==> src/rtl/prog_counter.sv <==
// prog_counter: programmable-modulus up/down counter with wrap, saturate and one-shot modes
// Ports: clk, reset (sync, active-high); enable qualifies ticks; start/stop pulse the RUN state;
//   dir 1=up 0=down; mode 00 wrap, 01 saturate, 10 one-shot, 11 wrap; load/load_value set count;
//   limit is the up terminal and the down restart value; prescale divides enabled cycles.
//   Outputs count, one-cycle tc pulse, busy (RUN), done (one-shot finished); all registered.
// Define PROG_COUNTER_PRESCALE_EN to build in the prescaler; otherwise prescale is unused.
module prog_counter #(
  parameter int WIDTH = 8,
  parameter int PRESCALE_WIDTH = 4
) (
  input  logic                      clk,
  input  logic                      reset,
  input  logic                      enable,
  input  logic                      start,
  input  logic                      stop,
  input  logic                      dir,
  input  logic [1:0]                mode,
  input  logic                      load,
  input  logic [WIDTH-1:0]          load_value,
  input  logic [WIDTH-1:0]          limit,
  input  logic [PRESCALE_WIDTH-1:0] prescale,
  output logic [WIDTH-1:0]          count,
  output logic                      tc,
  output logic                      busy,
  output logic                      done
);
  typedef enum logic [1:0] {IDLE, RUN, DONE} state_t;
  state_t state;
  logic run, go, halt, pmatch, tick, term, hold;
  assign run = state == RUN;
  assign halt = stop && run;
  assign go = start && !stop && !run;
  assign tick = run && enable && !load && !stop && pmatch;
  assign term = dir ? count >= limit : count == '0;
  assign hold = mode == 2'b01 || mode == 2'b10;
`ifdef PROG_COUNTER_PRESCALE_EN
  logic [PRESCALE_WIDTH-1:0] psc;
  assign pmatch = psc == prescale;
  always_ff @(posedge clk) begin
    if (reset || load || stop || go) psc <= '0;
    else if (run && enable) psc <= pmatch ? '0 : psc + 1'b1;
  end
`else
  logic unused_prescale;
  assign unused_prescale = ^prescale;
  assign pmatch = 1'b1;
`endif
  always_ff @(posedge clk) begin
    if (reset) begin
      state <= IDLE;
      count <= '0;
      tc <= 1'b0;
      busy <= 1'b0;
      done <= 1'b0;
    end else begin
      tc <= tick && term;
      if (load || (go && state == DONE)) count <= load_value;
      else if (tick) count <= term ? (hold ? count : (dir ? '0 : limit)) : (dir ? count + 1'b1 : count - 1'b1);
      if (halt || (load && state == DONE && !go)) begin
        state <= IDLE;
        busy <= 1'b0;
        done <= 1'b0;
      end else if (go) begin
        state <= RUN;
        busy <= 1'b1;
        done <= 1'b0;
      end else if (tick && term && mode == 2'b10) begin
        state <= DONE;
        busy <= 1'b0;
        done <= 1'b1;
      end
    end
  end
endmodule
==> config.mk <==
export PLATFORM = sky130hd
export DESIGN_NAME = prog_counter
export DESIGN_NICKNAME = d
export VERILOG_FILES = /design/src/rtl/prog_counter.sv
export SDC_FILE = /design/constraint.sdc
export NUM_CORES = 1
export LEC_CHECK = 0
export BUFFER_PORTS_ARGS = -buffer_cell sky130_fd_sc_hd__buf_4
export CORE_MARGIN = 2
export CORE_UTILIZATION = 45
export DETAILED_ROUTE_END_ITERATION = 8
export HOLD_SLACK_MARGIN = 0.05
export PLACE_DENSITY = 0.76
export SYNTH_ARGS = -nofsm -noshare
export SYNTH_HDL_FRONTEND = slang
export SYNTH_SLANG_ARGS = --single-unit
==> constraint.sdc <==
create_clock -name clk -period 2.5 [get_ports clk]
set_clock_uncertainty 0.2 [all_clocks]
set_input_delay 0.625 -clock clk [delete_from_list [all_inputs] [get_ports clk]]
set_output_delay 0.625 -clock clk [all_outputs]
set_load 0.05 [all_outputs]
# Yosys cells after proc, flatten, opt, wreduce, memory -nomap -nowiden

Cells that the tools add are included.

Flip-flop bits (word level): 12
Bits of input ports: 29
Output and inout bits: 11
Logic and storage cells: 48

$add $sub $neg: 2
Magnitude comparators: 1
Equal/unequal tests: 5
Muxes and demuxes: 11
Reductions and logical operators: 24

Operators with widths:

| kind                                                                | number |
|---|---|
| 8-bit two-way mux                                                   | 6 |
| 1-bit logical AND                                                   | 11 |
| 8-bit by 1-bit adder with 8-bit output (second input constant)      | 1 |
| 8-bit greater-or-equal comparator                                   | 1 |
| 8-bit logical NOT                                                   | 1 |
| 8-bit by 1-bit subtractor with 8-bit output (second input constant) | 1 |
| 1-bit two-way mux                                                   | 5 |
| 2-bit by 1-bit == test with 1-bit output (second input constant)    | 2 |
| 2-bit == test (second input constant)                               | 2 |
| 1-bit logical NOT                                                   | 4 |
| 2-bit nonzero test                                                  | 2 |
| 1-bit logical OR                                                    | 3 |
| 3-bit by 2-bit != test with 1-bit output (second input constant)    | 1 |
| 3-bit OR reduction                                                  | 1 |
| 2-bit AND reduction                                                 | 1 |
| 2-bit OR reduction                                                  | 1 |

# Depth between registers and ports, before layout

Gate-level depths: netlist of run 1.

Depth after elaboration: 8
Gate-level depth with buffers: 10
Depth with buffers taken out: 8

# Worst setup path after synthesis of run 1

Ideal clock, no wire load.

Kind: register to register
Start: reg count[6]
End: reg count[1]
Setup time: 0.084 ns
Arrival: 2.296 ns
Required time: 2.216 ns
Slack: -0.080 ns
Cell stages (with the launch flop): 10
Path buffers: 2
Clock period less this slack: 2.580 ns
Cells stage by stage: dfxtp_1 ha_1 a21o_1 a221o_1 a31oi_1 or2_1 buf_6 buf_12 nor2_2 o31ai_2

Longest elaborated chain between the ends: 5
Elaborated cells on any way between the ends: 8
Classes of those cells: 1 x order compare; 1 x eq/ne; 4 x mux; 2 x reduce/logical

RTL lines:

| element                                                                | line | source |
|---|---|---|
| from (decl)                                                            | 22   | `output logic [WIDTH-1:0] count,` |
| from (signal assigned)                                                 | 57   | `if (load \|\| (go && state == DONE)) count <= load_value;` |
| from (signal assigned)                                                 | 58   | `else if (tick) count <= term ? (hold ? count : (dir ? '0 : limit)) : (dir ? count + 1'b1 : count - 1'b1);` |
| 8-bit greater-or-equal comparator or 8-bit logical NOT (tied branches) | 34   | `assign term = dir ? count >= limit : count == '0;` |
| 1-bit two-way mux *                                                    | 34   |  |
| 8-bit two-way mux (2 in series)                                        | 58   |  |
| 8-bit two-way mux                                                      | 57   |  |

Every way passes the cells marked *; elsewhere a longest branch is shown, timed or not. The select of a mux whose other input is x is not followed.
A chain may end at the register's enable or synchronous reset.

# Final worst setup path of run 1

Start: in limit[4]
End: reg count[7]

Longest elaborated chain between the ends: 5
Elaborated cells on any way between the ends: 7
Classes of those cells: 1 x order compare; 1 x eq/ne; 4 x mux; 1 x reduce/logical

RTL lines:

| element                             | line | source |
|---|---|---|
| from (decl)                         | 20   | `input logic [WIDTH-1:0] limit,` |
| 8-bit greater-or-equal comparator * | 34   |  |
| 1-bit two-way mux *                 | 34   |  |
| 8-bit two-way mux (2 in series)     | 58   |  |
| 8-bit two-way mux                   | 57   |  |

Marks and branches as above.

==> metrics, run 1 <==
outcome complete, no violations; first-pass GRT wire length 6.56 mm; critical path class in -> reg; Worst EP arrival 2450 ps; worst hold path class reg -> reg; GR Util met3 0.0395; global-route usage over all layers 0.265; Synth Warn # 0; slowest CP cell a221o_1; crit path cell chain buf_4 > inv_4 > ha_4 > o2111a_1 > a221o_1 > a31oi_2 > buf_4 > nor2_4 > a211o_1 > a31oi_1; mux cell area share after synthesis 0.00829; CTS tree done; required time of the critical path 2490 ps; area grow syn2layout 48.9%; CTS max path bufs 2; Syn Nets 199; core area 2500 µm²; FMAX 0.407 GHz; Placement Setup Slack -304 ps; root cell of the clock tree clkbuf_4; Tcrit/Tclk final 0.983; post-synthesis adder-cell area fraction 0.172; final hold vios 0; largest net degree at the start of global routing 14; vias in the first global route 1476; Vias/cell 5.82; Post-Synth XOR/XNOR Area 0.0435; nets 267; Comb pwr share 0.533; Via Count 1462; actual slew at the worst max-slew pin 472 ps; Final Worst Setup Slack 43.3 ps; hpwl dp 3.08 mm; async set-or-reset flop fraction in the synthesized netlist 0; Slew HR 0.685; Die Y 55.8 µm; met2 GRT Util 0.463; Cell Area, Synth 1210 µm²; Peak VDD IR 0.267 mV; I/O Buffers 35; Simple-Gate Fraction of Synth Area 0.194; CTS clk-pin slew, worst paths 80 ps; minimum clock period 2460 ps; CP Max Fanout 4; IO Pins 40; # diodes 0; internal reg-to-reg setup slack 130 ps; leakage 0.908 nW; startpoint types primary input; register share of total power 0.281; Main synth FF type dfxtp_1; complex-gate fraction of the synthesized area 0.318; crit end category register; dominant cell type by area after synthesis dfxtp_1; DRT Pass-1 Iters 4; antenna-violating nets left 0; H-tree levels 1; met1 Use GR 0.311; share of the synthesized area in the top cell type 0.182; layout cell share with drive strength beyond 1 0.389; Die W 55.8 µm; Top cell by count, worst path buf_4; pwr/cell area 397 nW/µm²; Placer Congestion 0.830; Distinct cells, synth 47; Iter 0 DRT Violations 65; post-synthesis cell count 154; sink count of the clock tree 11; clock network fraction of total power 0.186; initial antenna violation count 0; Pins Over Slew Limit 0; FF+latch count, synth 11; sequential area share after synthesis 0.182; Largest stage delay, worst path 330 ps; max_cap viols 0; largest family of logic cells by synthesized area compound AO/OA/AOI/OAI gates; Sw Ratio 0.398; EDFF count, synth 0; row cnt 18; CTS buffer count 3; latest clock arrival within the worst-skew pair 280 ps; most area-consuming cells after synthesis dfxtp_1 (18%), ha_1 (16%), a21oi_1 (5.8%); unrepaired setup endpoints after global routing false; setup violators final 0; Routed WL per cell 15.6 µm; GRT overflow 0; final WL 3.91 mm; Most Crowded Layer GR met2; setup TNS 0 ps; Pint 429 µW; syn_area_per_cell 7.84 µm²; DRC viols 0; Sw Pwr 284 µW; starting density of the core 0.483; Total Die Area 3110 µm²
-- layout make-up --
| type | count | area, µm² |
|---|---|---|
| well taps | 30 | 37.5 |
| inverters | 13 | 51.3 |
| fillers | 218 | 702 |
| repair buffers | 69 | 518 |
| multi-input cells | 124 | 941 |
| clock buffers | 4 | 26.3 |
| flip-flops and latches | 11 | 224 |
-- kinds of logic (layout without fill, tap and decap cells) --
family                     count (synthesis)  in the layout
adders and majority gates                 16             16
DFF                                       11             11
and+or+nand+nor                           45             45
AOI/OAI and AO/OA                         56             56
xor gates and xnor gates                   6              6
muxes                                      1              1
buffers and inverters                     19             86
-- power groups by stage --
| stage | combinational (mW) | clock [mW] | sequential (mW) |
|---|---|---|---|
| 2_1_floorplan | 0.168 | 0 | 0.247 |
| 3_3_place_gp | 0.339 | 0 | 0.203 |
| 3_5_place_dp | 0.355 | 0 | 0.204 |
| 4_1_cts | 0.364 | 0.132 | 0.200 |
| 5_1_grt | 0.412 | 0.148 | 0.203 |
| 6_report | 0.381 | 0.133 | 0.200 |
-- synthesized netlist by cell type (all sizes together), types with 4 or more instances --
cell   instances
a21oi         14
nand2          7
inv           13
o21ai          9
xor2           4
nor2          13
dfxtp         11
a31oi          4
a21o           5
nor2b          4
ha            15
nor3           5
-- cell usage in the layout (no fill, tap or decap), types with 3 or more instances in the layout --
cell      count
nand2_1       7
a31oi_1       3
xor2_1        4
nor2b_1       4
o21ai_0       6
o21ai_1       3
inv_1        12
nand3_1       3
dfxtp_1       8
a21o_1        5
a21oi_1      14
dfxtp_2       3
ha_1         13
buf_4        69
clkbuf_4      3
nor3_1        5
nor2_1       11
a211o_1       3
-- final timing paths --
path,depth (start not counted),startpoint,end
worst min register to register,2,state[0]$_SDFFE_PP0P_,state[0]$_SDFFE_PP0P_
worst max-delay path,10,limit[4],count[7]$_SDFFE_PP0P_
worst max register to register,8,count[4]$_SDFFE_PP0P_,count[7]$_SDFFE_PP0P_
worst min-delay path,2,state[0]$_SDFFE_PP0P_,state[0]$_SDFFE_PP0P_
-- what timing repair did --
action / in CTS / in global routing
hold buffers: 0 / 0
endpoints found under the setup margin: 5 / 6
pin swaps: 0 / 6
gates resized for setup: 3 / 9
setup buffers: 0 / 2
gates cloned: 0 / 0
-- state kept, by name, summed over array words and instances, names as in the netlist --
| register | cells |
|---|---|
| count | 8 |
| tc | 1 |
| state | 2 |
-- layer usage --
metal,routed length (µm),part of all wire,vias to the layer above
li1,-,-,712
met1,1620,0.41,677
met2,1950,0.50,59
met3,242,0.062,14
met4,104,0.027,0
met5,0,0,-
-- critical path: cells and delay by family --
| family | cells | cell delay [ps] |
|---|---|---|
| AOI/OAI and AO/OA | 5 | 1260 |
| adders and majority gates | 1 | 180 |
| buffers and inverters | 3 | 340 |
| and+or+nand+nor | 1 | 40 |
-- stage by stage --
step / power (mW) / area [µm²] / std cells / hold WS (ps) / utilization
4_1_cts: 0.696 / 1750 / 249 / 319 / 0.700
6_report: 0.714 / 1800 / 251 / 326 / 0.719
3_5_place_dp: 0.559 / 1700 / 245 / 308 / 0.681
2_1_floorplan: 0.415 / 1210 / 154 / 482 / -
5_1_grt: 0.762 / 1800 / 251 / 349 / 0.719
3_3_place_gp: 0.541 / 1700 / 245 / 295 / 0.681
(Power assumes the default switching activity.)
==> run 2, diff against run 1 <==
--- a/config.mk
+++ b/config.mk
@@ -5,6 +5,7 @@
 export SDC_FILE = /design/constraint.sdc
 export NUM_CORES = 1
 export LEC_CHECK = 0
+export ABC_AREA = 1
 export BUFFER_PORTS_ARGS = -buffer_cell sky130_fd_sc_hd__buf_4
 export CORE_MARGIN = 2
 export CORE_UTILIZATION = 45
==> run 2 against run 1 <==
  * Wire length is 24% lower
  * Combinational power shrank 18%
  * Global-route usage decreased by 6.8 points
  * Power shrank 9.4%
  * Die area increased by 4.6%
  * Final cell count grew 4.4%
  * Clock-buffer cell count unchanged
  * Non-clock buffer count fell by 32
  * Sequential cell count unchanged
  * Critical endpoint is now count[5]$_SDFFE_PP0P_
  * Largest cell class unchanged
==> metrics, run 2 <==
outcome complete, no violations; largest net degree at the start of global routing 10; Post-CTS Setup Bufs 0; H-tree levels 1; hold slack 341 ps; slowest CP cell ha_1; EDFF count, synth 0; Via Count 1292; root cell of the clock tree clkbuf_4; layout cell share with drive strength beyond 1 0.286; FF+latch count, synth 11; first-pass GRT wire length 5.20 mm; Peak VDD IR 0.279 mV; dominant cell type by area after synthesis dfxtp_1; most common cell after layout, fill and taps aside nand2_1; Vias/cell 4.93; placed cell area 1570 µm²; sequential area share after synthesis 0.174; Worst EP arrival 2130 ps; sink count of the clock tree 11; Tcrit/Tclk final 0.866; row cnt 19; nets 277; Main synth FF type dfxtp_1; critical path depth in cells 10; most area-consuming cells after synthesis dfxtp_1 (17%), ha_1 (15%), nand2_1 (14%); CP bufs+invs 2; top post-synthesis cells by count nand2_1 (46), nor2_1 (32), inv_1 (20), ha_1 (15), dfxtp_1 (11); Total Die Area 3260 µm²; GRT overflow 0; DRC viols 0; max_cap viols 0; most frequent cells in the layout nand2_1 (46), buf_4 (37), nor2_1 (32); final WL 2.96 mm; crit path cell chain buf_4 > inv_2 > ha_1 > a21oi_1 > nand2_1 > a31oi_1 > xor2_1 > o21ai_0 > nor2_1 > nor2_1; Resize count post-CTS 0; max reg flops 8; leakage 0.860 nW; global-route usage over all layers 0.197; top-count cell post-synth nand2_1; Worst R2R End count[0]$_SDFFE_PP0P_; latest clock arrival within the worst-skew pair 270 ps; Die Y 57.1 µm; worst hold path class reg -> reg; Synth Warn # 0; Pins Over Slew Limit 0; Worst Reg-to-Reg Cells 15; share of the synthesized area in the top cell type 0.174; crit end category register; Slew HR 0.758; Worst Setup SP dir; initial antenna violation count 0; setup violators final 0; FMAX 0.462 GHz; Final Worst Setup Slack 334 ps; post-route insts no fill 262; async set-or-reset flop fraction in the synthesized netlist 0; Placed Cells 258; DRT Pass-1 Iters 4; post-cts hold buffer count 0; Routed WL per cell 11.3 µm; CTS max path bufs 2; CP Max Fanout 9; Reg with most FFs count; Hold Path Stages 2; antenna-violating nets left 0; syn_area_per_cell 6.60 µm²; area grow syn2layout 25.9%; Distinct cells, synth 33; required time of the critical path 2470 ps; IO Pins 40; R2R Path Start count[0]$_SDFFE_PP0P_; internal reg-to-reg setup slack 340 ps; startpoint types primary input; starting density of the core 0.468; Die W 57.1 µm; # diodes 0; core area 2710 µm²; minimum clock period 2170 ps; actual slew at the worst max-slew pin 362 ps; Final Core Density 0.589; pwr/cell area 406 nW/µm²; Power Total 647 µW; Cell Area, Synth 1270 µm²; Iter 0 DRT Violations 35; post-route cell area 1600 µm²; Syn Nets 237; CTS buffer count 3; post-synthesis cell count 192; Placer Congestion 0.815; Largest stage delay, worst path 320 ps; setup TNS 0 ps; unrepaired setup endpoints after global routing false; CTS clk-pin slew, worst paths 80 ps; Top Registers count: 8 flops, state: 2 flops, tc: 1 flops; CP delay by family, top compound AO/OA/AOI/OAI gates; I/O Buffers 35; critical path class in -> reg; Placement Setup Slack 46.7 ps; vias in the first global route 1254; Top cell by count, worst path nor2_1; Hold Startpoint state[1]$_SDFFE_PP0P_; hpwl dp 2.41 mm; final hold vios 0; CTS tree done; WHS Endpoint state[1]$_SDFFE_PP0P_
[run 2: cell count changes in the layout (fill, tap and decap cells not counted), sizes merged, moves of 4 or more]
cell   before  now
inv        13   23
nor3        5    1
buf        69   37
nand2       7   56
a21o        5    0
nand3       3    9
nor2b       4    0
nor2       13   37
[run 2: cells by family (layout without fill, tap and decap cells)]
family	after synthesis	count (layout)	synth area share
compound gates	24	24	0.120
flops	11	11	0.174
xor+xnor	5	5	0.0345
buf+inv	28	67	0.0888
fa+ha+maj	16	16	0.164
simple gates	108	108	0.419
[run 2: final cells by class]
cell class	count	area, µm²
Timing Repair Buffer	37	278
Inverter	26	97.6
Sequential cell	11	220
Tap cell	31	38.8
Clock buffer	4	26.3
Multi-Input combinational cell	153	935
Fill cell	281	1110
[run 2: power breakdown]
group / internal, mW / switching [mW]
Sequential: 0.187 / 0.0201
Clock: 0.0618 / 0.0660
Combinational: 0.125 / 0.187
Total: 0.374 / 0.273
[run 2: worst max-delay path by stage]
stage | slack, ps | to
final | 330 | count[5]$_SDFFE_PP0P_
after detailed placement | 50 | count[5]$_SDFFE_PP0P_
after CTS | 330 | count[5]$_SDFFE_PP0P_
after global placement | 100 | count[5]$_SDFFE_PP0P_
after global routing | 110 | count[0]$_SDFFE_PP0P_
after floorplan | 230 | count[0]$_SDFFE_PP0P_
[run 2: worst reg2reg max path: stages (launching register included)]
cell and delay (ps):
dfxtp_1 470, inv_1 110, ha_1 280, inv_1 40, nand2_1 50, nand2_1 40
nand2_1 60, nand2_1 50, nand2_1 90, nand2_2 90, nand2_4 100, nand3_4 70
nand2_4 110, nand2_8 80, o21ai_0 160, nor2_1 50
[run 2: per-layer routing]
layer / GRT usage / routed length, µm / vias to the layer above / share of wire
met3: 0.0113 / 106 / 6 / 0.036
met4: 0.0565 / 43 / 0 / 0.015
met5: 0 / 0 / - / 0
li1: - / - / 691 / -
met2: 0.335 / 1390 / 28 / 0.47
met1: 0.270 / 1420 / 567 / 0.48
==> run 3, diff against run 2 <==
--- a/config.mk
+++ b/config.mk
@@ -5,12 +5,13 @@
 export SDC_FILE = /design/constraint.sdc
 export NUM_CORES = 1
 export LEC_CHECK = 0
-export ABC_AREA = 1
+export ABC_AREA = 0
 export BUFFER_PORTS_ARGS = -buffer_cell sky130_fd_sc_hd__buf_4
 export CORE_MARGIN = 2
 export CORE_UTILIZATION = 45
 export DETAILED_ROUTE_END_ITERATION = 8
 export HOLD_SLACK_MARGIN = 0.05
+export MAX_ROUTING_LAYER = met4
 export PLACE_DENSITY = 0.76
 export SYNTH_ARGS = -nofsm -noshare
 export SYNTH_HDL_FRONTEND = slang
==> run 3 against run 2 <==
  * Wire length increased by 25%
  * Hold slack worse by 27 ps
  * Final cell count fell by 5.3%
  * Sequential power decreased by 3%
  * Power increased by 7.2%
  * Critical path type unchanged
  * Largest cell class unchanged
==> metrics, run 3 (synthesized netlist as in run 1, its figures left out) <==
DRC viols 0; Pins Over Slew Limit 0; Largest stage delay, worst path 350 ps; row cnt 18; leakage 0.888 nW; antenna-violating nets left 0; CP bufs+invs 3; most common cell after layout, fill and taps aside buf_4; most frequent cells in the layout buf_4 (66), ha_1 (15), a21oi_1 (14); placed cell area 1690 µm²; nets 264; Placer Congestion 0.854; startpoint types primary input; starting density of the core 0.483; slowest CP cell a221o_1; Die Y 55.8 µm; unrepaired setup endpoints after global routing false; final-layout fill cell count 220; outcome complete, no violations; H-tree levels 1; post-route insts no fill 248; actual slew at the worst max-slew pin 426 ps; layout cell share with drive strength beyond 1 0.372; Vias/cell 5.69; sink count of the clock tree 11; GRT overflow 0; vias in the first global route 1355; root cell of the clock tree clkbuf_4; max reg flops 8; Peak VDD IR 0.350 mV; Post-CTS Setup Bufs 0; minimum clock period 2390 ps; Top Registers count: 8 flops, state: 2 flops, tc: 1 flops; first-pass GRT wire length 6.21 mm; CTS max path bufs 2; IO Pins 40; internal reg-to-reg setup slack 220 ps; latest clock arrival within the worst-skew pair 280 ps; Die W 55.8 µm; post-route cell area 1750 µm²; Worst EP arrival 2390 ps; initial antenna violation count 0; Top cell by count, worst path buf_4; crit end category register; Placed Cells 244; CP Max Fanout 4; critical path class in -> reg; Iter 0 DRT Violations 55; FMAX 0.418 GHz; setup violators final 0; Tcrit/Tclk final 0.957; hpwl dp 2.99 mm; Slew HR 0.716; Reg with most FFs count; final hold vios 0; CP delay by family, top compound AO/OA/AOI/OAI gates; I/O Buffers 35; crit path cell chain buf_4 > inv_1 > ha_1 > a21o_1 > a221o_1 > a31oi_2 > buf_4 > nor2_1 > a211o_1 > a31oi_1; max_cap viols 0; DRT Pass-1 Iters 4; worst hold path class reg -> reg; global-route usage over all layers 0.258; required time of the critical path 2500 ps; Routed WL per cell 14.9 µm; # diodes 0; CTS clk-pin slew, worst paths 80 ps; CTS buffer count 3; Via Count 1412; Final Core Density 0.699; area grow syn2layout 44.7%; core area 2500 µm²; CTS tree done; final WL 3.69 mm; pwr/cell area 397 nW/µm²; largest net degree at the start of global routing 14; Total Die Area 3110 µm²
==> run 3: power breakdown <==
| group | switching, mW | internal (mW) | leakage (nW) |
|---|---|---|---|
| sequential | 0.0134 | 0.188 | 0.0917 |
| clock | 0.0686 | 0.0619 | 0.0150 |
| combinational | 0.191 | 0.171 | 0.781 |
| total | 0.273 | 0.421 | 0.888 |
==> run 3: cell type report <==
type,instances,area (µm²),share of cell area
Multi-Input combinational cell,124,911,0.521
Timing Repair Buffer,66,495,0.284
Sequential cell,11,224,0.128
Inverter,13,52.6,0.0301
Tap cell,30,37.5,0.0215
Clock buffer,4,26.3,0.0150
==> run 3: worst paths after layout <==
check	from	cells after the start	endpoint
max	limit[6]	10	count[7]$_SDFFE_PP0P_
min	state[0]$_SDFFE_PP0P_	2	state[0]$_SDFFE_PP0P_
min reg2reg	state[0]$_SDFFE_PP0P_	2	state[0]$_SDFFE_PP0P_
max reg2reg	count[4]$_SDFFE_PP0P_	8	count[7]$_SDFFE_PP0P_
==> run 3: metrics by stage <==
step                      worst slack [ps]  hold WS, ps  TNS [ps]  total power, mW
after floorplan                       12.5          482         0            0.415
after global placement                -233          295     -1750            0.540
after detailed placement              -272          307     -2070            0.555
after CTS                             14.2          318         0            0.684
after global routing                  2.11          356         0            0.739
final                                  108          314         0            0.694
==> run 3: worst min-delay path, delay by kind of cell, from the launching register on <==
| kind | cells | cell delay, ps |
|---|---|---|
| flops | 1 | 330 |
| compound gates | 2 | 130 |
==> run 3: what timing repair did <==
action / 4_1_cts / 5_1_grt
setup endpoints to repair: 0 / 8
hold buffers: 0 / 0
resized for setup: 0 / 8
==> run 3: routing by layer <==
layer / up-vias / GRT usage / wire length (µm)
met5: - / - / 0
met4: 0 / 0.0836 / 63
met3: 7 / 0.0279 / 224
met2: 59 / 0.430 / 1810
met1: 644 / 0.326 / 1600
li1: 702 / - / -
